### src/rtl/stream_out_port_if.sv
// AXI4-Stream video bus between the VDMA read port and its downstream sink.
// Latency: none, plain wires.
// Backpressure: tready from the slave stalls the master.
interface stream_out_port_if #(parameter int DSIZE = 24);
   logic [DSIZE-1:0] tdata;
   logic             tvalid;
   logic             tready;
   logic             tuser;
   logic             tlast;

   modport master (output tdata, output tvalid, output tuser, output tlast, input tready);
   modport slave  (input tdata, input tvalid, input tuser, input tlast, output tready);
endinterface

### src/rtl/stream_out_port.sv
// VDMA read-side output port: drains the read FIFO into an AXI4-Stream video frame.
// Latency: FIFO read in cycle n -> tvalid in cycle n+2; 1 pixel/cycle sustained.
// Backpressure: 2-entry output buffer absorbs tready stalls; reads throttle on buffer credit.
// Optional STREAM_OUT_FSYNC_EN: every frame waits in WAIT_SYNC for an fsync pulse.
module stream_out_port #(
   parameter int DSIZE = 24
) (
   input  logic             aclk,
   input  logic             aresetn,
   input  logic             aclken,
   input  logic [15:0]      vactive,
   input  logic [15:0]      hactive,
   input  logic             fsync,
   input  logic             fifo_empty,
   output logic             fifo_rd_en,
   input  logic [DSIZE-1:0] fifo_rdata,
   stream_out_port_if.master axi,
   output logic             frame_done
);

   typedef enum logic [1:0] {
      IDLE      = 2'd0,
      STREAM    = 2'd1,
      FRAME_END = 2'd2
`ifdef STREAM_OUT_FSYNC_EN
      , WAIT_SYNC = 2'd3
`endif
   } state_t;

   state_t           state;
   state_t           state_nxt;

   logic [15:0]      hactive_l;
   logic [15:0]      vactive_l;
   logic [15:0]      hcnt;
   logic [15:0]      vcnt;
   logic [31:0]      rd_cnt;
   logic [31:0]      frame_words;

   logic             inflight;
   logic [DSIZE-1:0] buf_mem [0:1];
   logic             wr_ptr;
   logic             rd_ptr;
   logic [1:0]       buf_cnt;

   logic             pop;
   logic             line_end;
   logic             frame_last;
   logic [2:0]       occ;
   logic             rd_ok;

`ifndef STREAM_OUT_FSYNC_EN
   logic             unused_fsync;
   assign unused_fsync = fsync;
`endif

   assign frame_words = 32'(hactive_l) * 32'(vactive_l);
   assign pop         = axi.tvalid & axi.tready & aclken;
   assign line_end    = (hcnt == hactive_l - 16'd1);
   assign frame_last  = pop & line_end & (vcnt == vactive_l - 16'd1);

   // A slot freed by this cycle's pop counts as credit, otherwise the
   // read/pop pipeline could only sustain 2 pixels every 3 cycles.
   assign occ   = {1'b0, buf_cnt} + {2'b00, inflight} - {2'b00, pop};
   assign rd_ok = (occ < 3'd2);

   // State register; frozen while the clock enable is low.
   always_ff @(posedge aclk or negedge aresetn) begin
      if (!aresetn) begin
         state <= IDLE;
      end else if (aclken) begin
         state <= state_nxt;
      end
   end

   // Next-state: frames start only with nonzero sizes and end on the last handshake.
   always_comb begin
      state_nxt = state;
      case (state)
         IDLE: begin
            if ((hactive != 16'd0) && (vactive != 16'd0)) begin
`ifdef STREAM_OUT_FSYNC_EN
               state_nxt = WAIT_SYNC;
`else
               state_nxt = STREAM;
`endif
            end
         end
`ifdef STREAM_OUT_FSYNC_EN
         WAIT_SYNC: begin
            if (fsync) state_nxt = STREAM;
         end
`endif
         STREAM: begin
            if (frame_last) state_nxt = FRAME_END;
         end
         FRAME_END: state_nxt = IDLE;
         default:   state_nxt = IDLE;
      endcase
   end

   // FSM outputs: FIFO read strobe while streaming with credit, done pulse after the frame.
   always_comb begin
      fifo_rd_en = aclken & (state == STREAM) & ~fifo_empty &
                   (rd_cnt < frame_words) & rd_ok;
      frame_done = (state == FRAME_END);
   end

   // Frame geometry latch plus read and pixel position counters.
   always_ff @(posedge aclk or negedge aresetn) begin
      if (!aresetn) begin
         hactive_l <= '0;
         vactive_l <= '0;
         rd_cnt    <= '0;
         hcnt      <= '0;
         vcnt      <= '0;
      end else if (aclken) begin
         if (state == IDLE) begin
            hactive_l <= hactive;
            vactive_l <= vactive;
            rd_cnt    <= '0;
            hcnt      <= '0;
            vcnt      <= '0;
         end else begin
            if (fifo_rd_en) rd_cnt <= rd_cnt + 32'd1;
            if (pop) begin
               if (line_end) begin
                  hcnt <= '0;
                  vcnt <= vcnt + 16'd1;
               end else begin
                  hcnt <= hcnt + 16'd1;
               end
            end
         end
      end
   end

   // Tracks the read issued last cycle; its data arrives this cycle.
   always_ff @(posedge aclk or negedge aresetn) begin
      if (!aresetn) begin
         inflight <= 1'b0;
      end else begin
         inflight <= fifo_rd_en;
      end
   end

   // Output buffer: in-flight data is written regardless of the clock enable.
   always_ff @(posedge aclk or negedge aresetn) begin
      if (!aresetn) begin
         for (int i = 0; i < 2; i++) buf_mem[i] <= '0;
         wr_ptr  <= 1'b0;
         rd_ptr  <= 1'b0;
         buf_cnt <= 2'd0;
      end else begin
         if (inflight) begin
            buf_mem[wr_ptr] <= fifo_rdata;
            wr_ptr          <= ~wr_ptr;
         end
         if (pop) rd_ptr <= ~rd_ptr;
         case ({inflight, pop})
            2'b10:   buf_cnt <= buf_cnt + 2'd1;
            2'b01:   buf_cnt <= buf_cnt - 2'd1;
            default: buf_cnt <= buf_cnt;
         endcase
      end
   end

   // Head entry drives the stream; markers only while valid so idle outputs read 0.
   assign axi.tdata  = buf_mem[rd_ptr];
   assign axi.tvalid = (buf_cnt != 2'd0);
   assign axi.tuser  = axi.tvalid & (hcnt == 16'd0) & (vcnt == 16'd0);
   assign axi.tlast  = axi.tvalid & line_end;

endmodule

### src/flat_wrapper.sv
// flat-port wrapper written by rule: the top's interface ports become plain ports
module stream_out_port_flat 
#(
   parameter int DSIZE = 24
)
  (aclk, aresetn, aclken, vactive, hactive, fsync, fifo_empty, fifo_rd_en, fifo_rdata, frame_done, axi_tdata, axi_tvalid, axi_tuser, axi_tlast, axi_tready);
  stream_out_port_if #(.DSIZE(DSIZE)) axi_i ();
  input  logic aclk;
  input  logic aresetn;
  input  logic aclken;
  input  logic [15:0] vactive;
  input  logic [15:0] hactive;
  input  logic fsync;
  input  logic fifo_empty;
  output logic fifo_rd_en;
  input  logic [DSIZE-1:0] fifo_rdata;
  output logic frame_done;
  output wire logic [$bits(axi_i.tdata)-1:0] axi_tdata;
  output wire logic [$bits(axi_i.tvalid)-1:0] axi_tvalid;
  output wire logic [$bits(axi_i.tuser)-1:0] axi_tuser;
  output wire logic [$bits(axi_i.tlast)-1:0] axi_tlast;
  input wire logic [$bits(axi_i.tready)-1:0] axi_tready;
  assign axi_tdata = axi_i.tdata;
  assign axi_tvalid = axi_i.tvalid;
  assign axi_tuser = axi_i.tuser;
  assign axi_tlast = axi_i.tlast;
  assign axi_i.tready = axi_tready;
  stream_out_port #(.DSIZE(DSIZE)) u_core (.aclk(aclk), .aresetn(aresetn), .aclken(aclken), .vactive(vactive), .hactive(hactive), .fsync(fsync), .fifo_empty(fifo_empty), .fifo_rd_en(fifo_rd_en), .fifo_rdata(fifo_rdata), .axi(axi_i), .frame_done(frame_done));
endmodule
### config.mk
export PLATFORM = sky130hd
export DESIGN_NAME = stream_out_port_flat
export DESIGN_NICKNAME = d
export VERILOG_FILES = /design/src/rtl/stream_out_port_if.sv /design/src/rtl/stream_out_port.sv /design/src/flat_wrapper.sv
export SDC_FILE = /design/constraint.sdc
export NUM_CORES = 1
export LEC_CHECK = 0
export ABC_AREA = 1
export ABC_CLOCK_PERIOD_IN_PS = 10800
export CAP_MARGIN = 5
export CORE_MARGIN = 3
export CORE_UTILIZATION = 39
export DETAILED_ROUTE_END_ITERATION = 7
export DONT_BUFFER_PORTS = 1
export GPL_TIMING_DRIVEN = 0
export PLACE_DENSITY = 0.6
export SYNTH_ARGS = -nofsm -noshare
export SYNTH_HDL_FRONTEND = slang
export SYNTH_SLANG_ARGS = --single-unit
### constraint.sdc
create_clock -name aclk -period 10.8 [get_ports aclk]
set_input_delay 1.08 -clock aclk [delete_from_list [all_inputs] [get_ports aclk]]
set_output_delay 1.08 -clock aclk [all_outputs]
set_load 0.005 [all_outputs]
==> impl_metrics.ini <==
[worst_setup_path]
critPathLaunchType = register
cp_num_buf_inv = 8
reg2reg_depth = 33
end_kind = output pin
cp.depth = 30
worstSetupPathType = reg2out
required_ns = 9.72
reg2reg_slack_ns = 1.85
path_max_fanout = 10
max_stage_delay_ns = 0.69
slowest_stage = buf_1
path_delay_family = adder cells
arrival_ns = 8.85

[sta]
finalCritPeriodShare = 0.9195
setup_tns_ns = 0
period_minus_slack_ns = 9.930
setup_viol = 0
whs_ns = 0.3148
final_hold_viol_count = 0
max_freq_mhz = 100.7
rsz0062_at_grt = false
fin_worst_skew_ns = 0.01802
tightest_slew_ns = 0.8695
slew_headroom = 0.4203
slew_viol_final = 0

[logic_synthesis]
avgSynthCellArea_um2 = 7.330
ys_warn_count = 0
ys_seq_area_frac = 0.2023
synth.ff_latch_count = 151
synthDistinctLibCells = 46
dominantRegCellSynth = dfrtp_1
syn_area_um2 = 18680
synth_edf_count = 0
syn_nets = 2950
ys_top_cells_by_count = 753 x nand2_1, 497 x inv_1, 195 x fa_1
synth_largest_area_cell = fa_1
synth_most_common_cell = nand2_1
async_reset_ff_frac = 1.000
synth_cells = 2549
synth_top_area_frac = 0.2089
synthTopCellsByArea = fa_1 21%, dfrtp_1 20%, nand2_1 15%

[clock_tree]
cts_tree = done
worst_skew_pair.late_latency_ns = 0.46
clockBufferDepth = 2
ctsHoldBuffers = 0
clk_pin_slew_ns = 0.07
cts-buffers-inserted = 17
cts.htree.levels = 4
cts_root_buffer = clkbuf_16
cts_resized = 0
cts_setup_buffers = 0
cts_num_sinks = 151

[worst_hold_path]
hp-class = in2async

[floorplanning]
start_util = 0.3979
fp.dieH_um = 224.9
row_count = 79
die_w_um = 224.9
io_pins = 91
coreArea_um2 = 46950
design.die.area_um2 = 50570

[final_layout]
antenna_cells = 0
nets = 2969
drive_above_1_share = 0.03371
area_growth_pct = 7.434

[placed_design]
numPortBuffers = 0
place.gp.congestion = 0.9457
dpl.hpwl_mm = 43.38

[detailed_routing]
wl_per_cell_um = 16.90
drtIter0Drc = 1342
wl_mm = 53.86
vias = 16090
viasPerCell = 5.047
firstDrtPassIters = 6
drc = 0
ant_nets = 0

[global_routing]
grt_antenna_before_repair = 0
grt_pass1_vias = 16190
grt_overflow = 0
grt_max_degree = 152
grtUsageTotal = 0.2194
grt_first_pass_wirelength_mm = 87.69

[job]
cap_violations = 0

[run_status]
status = completed
[path summary, 6_finish.rpt]
check,start,to
min reg2reg,u_core.buf_mem[24],u_core.buf_mem[24]
max,u_core.vactive_l[10],fifo_rd_en
max in group asynchronous,aresetn,u_core.rd_cnt[26]
min,aresetn,u_core.hcnt[12]
max reg2reg,u_core.vactive_l[10],u_core.rd_cnt[16]
min in group aclk,u_core.buf_mem[24],u_core.buf_mem[24]
[worst reg2reg max path: cells and delay by family (launching register included)]
family	cells	cell delay [ns]
AOI/OAI and AO/OA	7	1.29
adders and majority gates	8	3.95
buffers and inverters	8	1.96
DFF	1	0.36
and+or+nand+nor	10	1.36
[final cells by class]
type,count,area (µm²)
sequential,151,3779
clock buffer,17,425.4
inverter,504,1892
buffer,108,483.0
multi-input combinational,1786,12530
tap,607,759.5
clock inverter,15,203.9
fill,4811,26880
[kinds of logic after synthesis]
| group | synth area share |
|---|---|
| AOI/OAI and AO/OA | 0.05933 |
| xor gates and xnor gates | 0.05465 |
| adders and majority gates | 0.3054 |
| buffers and inverters | 0.1271 |
| DFF | 0.2022 |
| and+or+nand+nor | 0.2513 |
[layout by cell type (no fill, tap or decap), types with 3 or more instances in the layout]
cell type  count
or2_2          4
o21a_1         6
a21oi_1       50
dfrtp_1      151
buf_4          6
nand2_2        3
a21o_1         3
nand3_1       91
buf_6          5
inv_2          6
clkbuf_1      65
buf_2         14
fa_1         195
o22ai_1       12
xor2_1        64
nor2_4         4
nand2_1      753
inv_1        497
inv_8          3
nor2_1       170
o211ai_1       4
a31oi_1        4
xnor3_1        3
o21ai_1        7
xnor2_1       43
o21ai_0      107
buf_1         18
nor3_1        35
inv_6          3
nor2_2         4
clkinv_8       5
clkbuf_16     17
ha_1         144
nor4_1        26
nand4_1       26
nand3b_1       4
[sequential cells by signal (all words and copies together), names as in the netlist]
signal	flops
u_core.wr_ptr	1
u_core.inflight	1
u_core.vcnt	16
u_core.buf_mem	48
u_core.rd_ptr	1
u_core.buf_cnt	2
u_core.rd_cnt	32
u_core.state	2
u_core.hcnt	16
u_core.vactive_l	16
u_core.hactive_l	16
[per-stage QoR]
stage | instance area [µm²] | util | setup WS (ns) | instances
2_1_floorplan | 18680 | - | 2.998 | 2549
3_3_place_gp | 19440 | 0.4141 | 1.345 | 3156
3_5_place_dp | 19440 | 0.4141 | 1.347 | 3156
4_1_cts | 20070 | 0.4275 | 0.7792 | 3188
5_1_grt | 20070 | 0.4275 | 0.2475 | 3188
6_report | 20070 | 0.4275 | 0.8696 | 3188
[metal layers]
metal  routed length [µm]  track usage  vias up  share of wire
met5                    0            0        -              0
met4                 1249      0.05987        0          0.023
met3                 3605      0.04098       84          0.067
met2                25060       0.3550      462           0.47
met1                23940       0.3031     7779           0.44
li1                     -            -     7764              -
Power is not shown: default switching activity piles up to over one toggle a cycle in this logic, so the estimate is an artifact.
